<file path="src/rtl/range_error_avg_pkg.sv">
// range_error_avg_pkg
// Shared definitions for the guidance datapath stages (range error,
// magnitude, steering): FSM state encoding and datapath widths.
//   SAMPLE_W : width of unsigned range/angle samples and targets
//   ERR_W    : width of the signed error (one extra bit over SAMPLE_W)
//   state_t  : ACCUM / COMPUTE / HOLD window states
package range_error_avg_pkg;

    localparam int SAMPLE_W = 8;
    localparam int ERR_W    = 9;

    typedef enum logic [1:0] {
        ACCUM   = 2'd0,
        COMPUTE = 2'd1,
        HOLD    = 2'd2
    } state_t;

endpackage

</file>
<file path="src/rtl/range_error_avg_if.sv">
// range_error_avg_if
// Bundles the sample input, target load and error output handshakes of
// the range error stage.
//   master : producer/consumer side (drives samples, target, err_ready)
//   slave  : range_error_avg side (drives sample_ready, err, err_valid,
//            overrun)
interface range_error_avg_if;
    import range_error_avg_pkg::*;

    logic                       sample_valid;
    logic                       sample_ready;
    logic [SAMPLE_W-1:0]        sample;
    logic                       target_load;
    logic [SAMPLE_W-1:0]        target;
    logic                       err_valid;
    logic                       err_ready;
    logic signed [ERR_W-1:0]    err;
    logic                       overrun;

    modport master (
        output sample_valid, sample, target_load, target, err_ready,
        input  sample_ready, err_valid, err, overrun
    );

    modport slave (
        input  sample_valid, sample, target_load, target, err_ready,
        output sample_ready, err_valid, err, overrun
    );

endinterface

</file>
<file path="src/rtl/range_error_avg_window_accumulator.sv">
// range_error_avg_window_accumulator
// Sums a window of 2^AVG_LOG2 unsigned samples and flags the sample that
// completes the window.
//   clock, reset_n : clock and asynchronous active-low reset
//   add            : a sample is accepted this cycle
//   clear          : start a fresh window (has priority over add)
//   sample         : unsigned sample value
//   avg            : accumulator >> AVG_LOG2, truncated to SAMPLE_W bits
//   window_done    : the sample accepted this cycle fills the window
module range_error_avg_window_accumulator
    import range_error_avg_pkg::*;
#(
    parameter int AVG_LOG2 = 3
) (
    input  logic                clock,
    input  logic                reset_n,
    input  logic                add,
    input  logic                clear,
    input  logic [SAMPLE_W-1:0] sample,
    output logic [SAMPLE_W-1:0] avg,
    output logic                window_done
);

    localparam int ACC_W = SAMPLE_W + AVG_LOG2;
    // One extra count bit so the window size itself is representable,
    // which also keeps the width non-zero when AVG_LOG2 = 0.
    localparam int CNT_W = AVG_LOG2 + 1;
    localparam int WIN   = 1 << AVG_LOG2;

    logic [ACC_W-1:0] acc;
    logic [CNT_W-1:0] count;

    always_ff @(posedge clock or negedge reset_n) begin
        if (!reset_n) begin
            acc   <= '0;
            count <= '0;
        end else if (clear) begin
            acc   <= '0;
            count <= '0;
        end else if (add) begin
            acc   <= acc + ACC_W'(sample);
            count <= count + CNT_W'(1);
        end
    end

    assign window_done = add && (count == CNT_W'(WIN - 1));

    // A full window of 8-bit samples fits ACC_W exactly, so the top
    // SAMPLE_W bits are the truncated mean.
    assign avg = acc[ACC_W-1 -: SAMPLE_W];

endmodule

</file>
<file path="src/rtl/range_error_avg.sv">
// range_error_avg
// Averages windows of 2^AVG_LOG2 unsigned samples and emits the signed
// error (average - target) with a valid/ready handshake.
//   clock   : system clock
//   reset_n : asynchronous active-low reset
//   bus     : range_error_avg_if.slave
//             sample_valid/sample_ready/sample : sample input handshake
//             target_load/target               : shadow target load
//             err_valid/err_ready/err          : error output handshake
//             overrun : sticky, a sample was offered while not ready
module range_error_avg
    import range_error_avg_pkg::*;
#(
    parameter int AVG_LOG2 = 3
) (
    input  logic               clock,
    input  logic               reset_n,
    range_error_avg_if.slave   bus
);

    state_t                  state;
    state_t                  state_next;
    logic                    ready;
    logic                    accept;
    logic                    window_done;
    logic                    handshake;
    logic [SAMPLE_W-1:0]     avg;
    logic [SAMPLE_W-1:0]     shadow_target;
    logic [SAMPLE_W-1:0]     working_target;
    logic                    start_pending;
    logic signed [ERR_W-1:0] err_q;
    logic                    err_valid_q;
    logic                    overrun_q;

    // Both operands are zero-extended, so the result spans -255..+255 and
    // never reaches -256.
    function automatic logic signed [ERR_W-1:0] range_err(
        input logic [SAMPLE_W-1:0] mean,
        input logic [SAMPLE_W-1:0] tgt
    );
        return $signed({1'b0, mean}) - $signed({1'b0, tgt});
    endfunction

    assign ready     = (state == ACCUM);
    assign accept    = bus.sample_valid && ready;
    assign handshake = (state == HOLD) && bus.err_ready;

    range_error_avg_window_accumulator #(
        .AVG_LOG2 (AVG_LOG2)
    ) u_window (
        .clock       (clock),
        .reset_n     (reset_n),
        .add         (accept),
        .clear       (handshake),
        .sample      (bus.sample),
        .avg         (avg),
        .window_done (window_done)
    );

    always_ff @(posedge clock or negedge reset_n) begin
        if (!reset_n) begin
            state <= ACCUM;
        end else begin
            state <= state_next;
        end
    end

    always_comb begin
        state_next = state;
        case (state)
            ACCUM:   if (window_done) state_next = COMPUTE;
            COMPUTE: state_next = HOLD;
            HOLD:    if (bus.err_ready) state_next = ACCUM;
            default: state_next = ACCUM;
        endcase
    end

    // The working target only changes at a window start (first edge out of
    // reset, or the output handshake); a load in that same cycle bypasses
    // the shadow so the new value is used immediately.
    always_ff @(posedge clock or negedge reset_n) begin
        if (!reset_n) begin
            shadow_target  <= '0;
            working_target <= '0;
            start_pending  <= 1'b1;
        end else begin
            if (bus.target_load) begin
                shadow_target <= bus.target;
            end
            if (start_pending || handshake) begin
                working_target <= bus.target_load ? bus.target : shadow_target;
            end
            start_pending <= 1'b0;
        end
    end

    always_ff @(posedge clock or negedge reset_n) begin
        if (!reset_n) begin
            err_q       <= '0;
            err_valid_q <= 1'b0;
        end else if (state == COMPUTE) begin
            err_q       <= range_err(avg, working_target);
            err_valid_q <= 1'b1;
        end else if (handshake) begin
            err_valid_q <= 1'b0;
        end
    end

    always_ff @(posedge clock or negedge reset_n) begin
        if (!reset_n) begin
            overrun_q <= 1'b0;
        end else if (bus.sample_valid && !ready) begin
            overrun_q <= 1'b1;
        end
    end

    assign bus.sample_ready = ready;
    assign bus.err_valid    = err_valid_q;
    assign bus.err          = err_q;
    assign bus.overrun      = overrun_q;

endmodule

</file>
<file path="src/flat_wrapper.sv">
// flat-port wrapper written by rule: the top's interface ports become plain ports
module range_error_avg_flat import range_error_avg_pkg::*;
#(
    parameter int AVG_LOG2 = 3
)
  (clock, reset_n, bus_sample_valid, bus_sample, bus_target_load, bus_target, bus_err_ready, bus_sample_ready, bus_err_valid, bus_err, bus_overrun);
  range_error_avg_if bus_i ();
  input  logic clock;
  input  logic reset_n;
  input wire logic [$bits(bus_i.sample_valid)-1:0] bus_sample_valid;
  input wire logic [$bits(bus_i.sample)-1:0] bus_sample;
  input wire logic [$bits(bus_i.target_load)-1:0] bus_target_load;
  input wire logic [$bits(bus_i.target)-1:0] bus_target;
  input wire logic [$bits(bus_i.err_ready)-1:0] bus_err_ready;
  output wire logic [$bits(bus_i.sample_ready)-1:0] bus_sample_ready;
  output wire logic [$bits(bus_i.err_valid)-1:0] bus_err_valid;
  output wire logic [$bits(bus_i.err)-1:0] bus_err;
  output wire logic [$bits(bus_i.overrun)-1:0] bus_overrun;
  assign bus_i.sample_valid = bus_sample_valid;
  assign bus_i.sample = bus_sample;
  assign bus_i.target_load = bus_target_load;
  assign bus_i.target = bus_target;
  assign bus_i.err_ready = bus_err_ready;
  assign bus_sample_ready = bus_i.sample_ready;
  assign bus_err_valid = bus_i.err_valid;
  assign bus_err = bus_i.err;
  assign bus_overrun = bus_i.overrun;
  range_error_avg #(.AVG_LOG2(AVG_LOG2)) u_core (.clock(clock), .reset_n(reset_n), .bus(bus_i));
endmodule
</file>
<file path="config.mk">
export PLATFORM = sky130hd
export DESIGN_NAME = range_error_avg_flat
export DESIGN_NICKNAME = d
export VERILOG_FILES = /design/src/rtl/range_error_avg_pkg.sv /design/src/rtl/range_error_avg_if.sv /design/src/rtl/range_error_avg_window_accumulator.sv /design/src/rtl/range_error_avg.sv /design/src/flat_wrapper.sv
export SDC_FILE = /design/constraint.sdc
export NUM_CORES = 1
export LEC_CHECK = 0
export BUFFER_PORTS_ARGS = -buffer_cell sky130_fd_sc_hd__buf_2
export CAP_MARGIN = 20
export CORE_ASPECT_RATIO = 0.75
export CORE_MARGIN = 5
export CORE_UTILIZATION = 55
export CTS_BUF_LIST = sky130_fd_sc_hd__clkbuf_8
export DETAILED_ROUTE_END_ITERATION = 12
export GPL_TIMING_DRIVEN = 1
export MAX_ROUTING_LAYER = met4
export PLACE_DENSITY = 0.83
export SLEW_MARGIN = 20
export SYNTH_ARGS = -nofsm -noshare
export SYNTH_HDL_FRONTEND = slang
export SYNTH_HIERARCHICAL = 1
export SYNTH_SLANG_ARGS = --single-unit
</file>
<file path="constraint.sdc">
create_clock -name clock -period 2.8 [get_ports clock]
set_clock_uncertainty 0.1 [all_clocks]
set_input_delay 0.42 -clock clock [delete_from_list [all_inputs] [get_ports clock]]
set_output_delay 0.42 -clock clock [all_outputs]
set_load 0.02 [all_outputs]
</file>
* Word-level counts from Yosys, hierarchy flattened *
Cells that the tools add are included.

word-level totals
  register bits after elaboration = 45
  bits of input ports = 21
  word-level logic and storage cells = 37

cells by class
  add/subtract/negate cells = 3
  eq/ne operators = 5
  multiplexer cells = 10
  reduce and logical (&&, ||, !) cells = 10

operators by type and width
  cell                   count
  $mux W11               2
  $add A11 B8 Y11        1
  $sub A8 B8 Y9          1
  $mux W4                2
  $mux W8                1
  $pmux W2 S3            1
  $add A4 B1 Y4 const B  1
  $eq A4 B3 Y1 const B   1
  $logic_and A1 B1 Y1    4
  $mux W2                2
  $ne A2 B2 Y1 const B   2
  $reduce_bool A2 Y1     2
  $eq A2 B1 Y1 const B   1
  $eq A2 B2 Y1 const B   1
  $logic_not A2 Y1       1
  $mux W1                2
  $reduce_and A2 Y1      1
  $logic_not A1 Y1       1
  $logic_or A1 B1 Y1     1

* Logic depth before layout (Yosys ltp) *
  depth after elaboration = 5
  mapped depth = 8

* Cells and area by module *
The synthesis kept the hierarchy.

by module, submodules not included
  module                              instances  cells an instance  area an instance (um^2)  sequential area each (um^2)
  range_error_avg                     1          138                1532.7                   752.0
  range_error_avg_window_accumulator  1          115                1126.1                   375.4

* Worst setup path after synthesis *
No wires, ideal clock.

  path type = input to register
  from = input port bus_sample[0]
  to = register u_core.u_window.acc[10]
  setup time = 0.130 ns
  data arrival time = 1.979 ns
  setup slack = 0.591 ns
  stages = 6
  path through = ha_1 fa_1 a211o_1 a2111oi_2 or4_1 a21oi_1

on the way
  cells in the longest elaborated chain, start to end = 3

ends and longest elaborated chain
  element               RTL line                                  RTL
  from (decl)           flat_wrapper.sv:11                        input wire logic [$bits(bus_i.sample)-1:0] bus_sample;
  $add A11 B8 Y11       range_error_avg_window_accumulator.sv:41  acc <= acc + ACC_W'(sample);
  $mux W11              range_error_avg_window_accumulator.sv:40  end else if (add) begin
  $mux W11              range_error_avg_window_accumulator.sv:37  end else if (clear) begin
  to (signal assigned)  range_error_avg_window_accumulator.sv:41
  to (decl)             range_error_avg_window_accumulator.sv:30  logic [ACC_W-1:0] acc;

Every way passes these cells. The select of a mux whose other input is x is not followed.
A chain may end at the register's enable or synchronous reset.

* Worst setup path in the final report *
  from = register u_core.u_window.acc[0]
  to = register u_core.u_window.acc[8]

on the way
  cells in the longest elaborated chain, start to end = 3

ends and longest elaborated chain
  element          RTL line
  $add A11 B8 Y11  range_error_avg_window_accumulator.sv:41
  $mux W11         range_error_avg_window_accumulator.sv:40
  $mux W11         range_error_avg_window_accumulator.sv:37

Every way passes these cells. The select of a mux whose other input is x is not followed.

==> impl_results.md <==
- CTS clock-pin slew for the worst setup and hold paths: 80 ps
- Root Buffer: clkbuf_8
- Dpl cell area: 2814 um2
- Fraction of the cycle the final worst path needs: 0.8320
- Post-Syn Instances: 253
- Avg Inst Size Synth: 10.51 um2
- Clock tree buffer depth: 2
- Area delta synth->final: 9.835%
- Worst skew pair latency: 290 ps
- Post-synth top area cell: dfrtp_1
- RR Endpoint: u_core/u_window/acc[8]
- Post-synth cell types: 56
- FP Rows: 21
- Logic pwr share: 0.510
- GR Util met1: 0.2562
- Clock power share: 0.151
- GRT Util Overall: 0.1764
- Layout fillers: 372
- Crit path launch type: register
- IO Count: 33
- Largest net degree at the start of global routing: 46
- Die ar.: 6339 um2
- Initial antenna violation count: 0
- Placed wire-length estimate: 3795 um
- Post-synth EDFFs: 0
- Sequential share of power: 0.339
- Setup CP Type: reg -> reg
- Worst Path Required: 2880 ps
- Setup-failing EPs final: 0
- Die width: 90.29 um
- CP Max Fanout: 4
- Most frequent cells in the layout: 44 x dfrtp_1, 31 x buf_2, 17 x ha_1
- Setup repair after global routing missed its margin: false
- R2R cell count: 6
- TritonRoute pass-1 iters: 5
- H-tree depth: 2
- Gpl congestion: 0.8765
- Post-route cell area: 2920 um2
- CP endpoint kind: register
- Initial core utilization: 0.5816
- Fin. Hold Viols: 0
- DR iter-0 viols: 149
- Drt wl/cell: 15.19 um
- Reg2reg setup slack: 470 ps
- Vias in the first global route: 1867
- Final net count: 320
- Commonest non-fill, non-tap cell in the layout: dfrtp_1
- Reg2Reg Launch Point: u_core/u_window/acc[0]
- Switch share: 0.4080
- Max cap viols: 0
- Int Pwr: 1829 uW
- Sequential element share of the synthesized area: 0.4240
- Largest cells by area after synthesis: dfrtp_1 41%, ha_1 8.0%, mux2_2 6.8%
- Core Footprint: 4572 um2
- DIE HEIGHT: 70.22 um
- CTS buffer count: 5
- Synth async-reset ratio: 1.000
- Hold WC Path Type: in -> async
- Vias: 1940
- First-pass GRT wire length: 8963 um
- Synthesized area: 2659 um2
- Worst Setup SP: u_core/u_window/acc[0]
- Max Slew Vio Count: 0
- CTS tree: yes
- Share of cells above drive strength 1: 0.2357
- Slew HR: 0.6235
- Gr busiest metal: met1
- Net load switching power: 1261 uW
- Synth Flop Type: dfrtp_1
- P_leak: 0.001361 uW
- Yosys reg bits: 45
- Setup bufs post-CTS: 0
- Worst slew pin tran: 564.8 ps
- Critical Path AT: 2410 ps
- Post-Syn Nets: 293
- Drc violations: 0
- Worst-case vdd ir drop: 0.5383 mV
- Drt via density: 5.757
- Overflow after GRT: 0
- Post-CTS Hold Buffers: 0
- Pwr dens: 1058 nW/um2
- ANT nets after route: 0
- IO Port Bufs: 32
- Synth top area share: 0.4141
- Post-CTS sizing: 0
- Met3 Usage GRT: 0.04399
- # clock sinks: 45
- Status: finished, final reports clean
- Synth warn: 6
- GR Util met2: 0.2435
- Final WL: 5120 um
- TNS Setup: 0 ps
- Diodes inserted: 0
- Max Clk Rate: 429.3 MHz
- Post-layout min period: 2330 ps
-- how the worst max path moves through the flow --
stage,to,slack [ps],depth (start not counted)
floorplan,u_core/u_window/acc[10],590,6
CTS,u_core/u_window/acc[8],510,6
finish,u_core/u_window/acc[8],470,6
global placement,u_core/u_window/acc[10],420,7
detailed placement,u_core/u_window/acc[8],350,7
global route,u_core/u_window/acc[10],300,6
-- routing by layer --
layer	part of all wire	vias up	wire length, um
li1	-	964	-
met1	0.51	914	2614
met2	0.44	60	2229
met3	0.051	2	260
met4	0.0031	0	16
met5	0	-	0
-- flip-flops by register name (all words and copies together), names as in the netlist --
name	cells
u_core/state	2
u_core/u_window/acc	11
u_core/bus.err	9
u_core/bus.overrun	1
u_core/start_pending	1
u_core/bus.err_valid	1
u_core/shadow_target	8
u_core/u_window/count	4
u_core/working_target	8
-- power groups by stage --
stage	combinational (uW)	sequential [uW]	clock (uW)
floorplan	1210	1100	0
global placement	1510	1050	0
detailed placement	1550	1060	0
CTS	1570	1050	485
global route	1790	1080	507
finish	1580	1050	467
-- cells in the mapped netlist, drive strengths merged (6+ instances only) --
library cell  count
mux2             17
ha               17
dfrtp            44
o21ai            14
nand3             6
buf              14
nand2            10
inv              16
a21oi             9
nor2             16
-- critical path, cell delays in order (launching register included) --
cell and delay [ps]:
dfrtp_1 390, ha_1 210, fa_1 430, a211o_1 360
a2111oi_2 470, or4_1 190, a21oi_1 60
-- per-stage QoR --
stage / worst slack [ps] / cells / hold slack (ps) / utilization / total power, uW
after floorplan: 591.2 / 253 / 24.41 / - / 2307
after global placement: 423.2 / 330 / 345.1 / 0.6155 / 2557
after detailed placement: 354.4 / 330 / 350.7 / 0.6155 / 2612
after CTS: 505.0 / 337 / 230.7 / 0.6382 / 3097
after global routing: 302.5 / 337 / 66.10 / 0.6388 / 3368
final: 470.4 / 337 / 14.12 / 0.6388 / 3090
-- logic make-up after synthesis --
family,after synthesis,synth area share
simple gates,71,0.1525
fa+ha+maj,19,0.09506
other cells,1,0.001410
mux,21,0.08706
buf+inv,32,0.06259
flops,45,0.4240
xor+xnor,6,0.01977
compound gates,58,0.1577
-- final cells by class --
type,instances,area (um2),area share
multi-input cells,176,1365,0.4674
flip-flops and latches,45,1127,0.3860
well taps,57,71.32,0.02442
clock inverters,2,35.03,0.01200
inverters,16,60.06,0.02057
clock buffers,5,68.82,0.02356
repair buffers,36,192.7,0.06598
No activity file was read; power rests on OpenSTA's default activity.
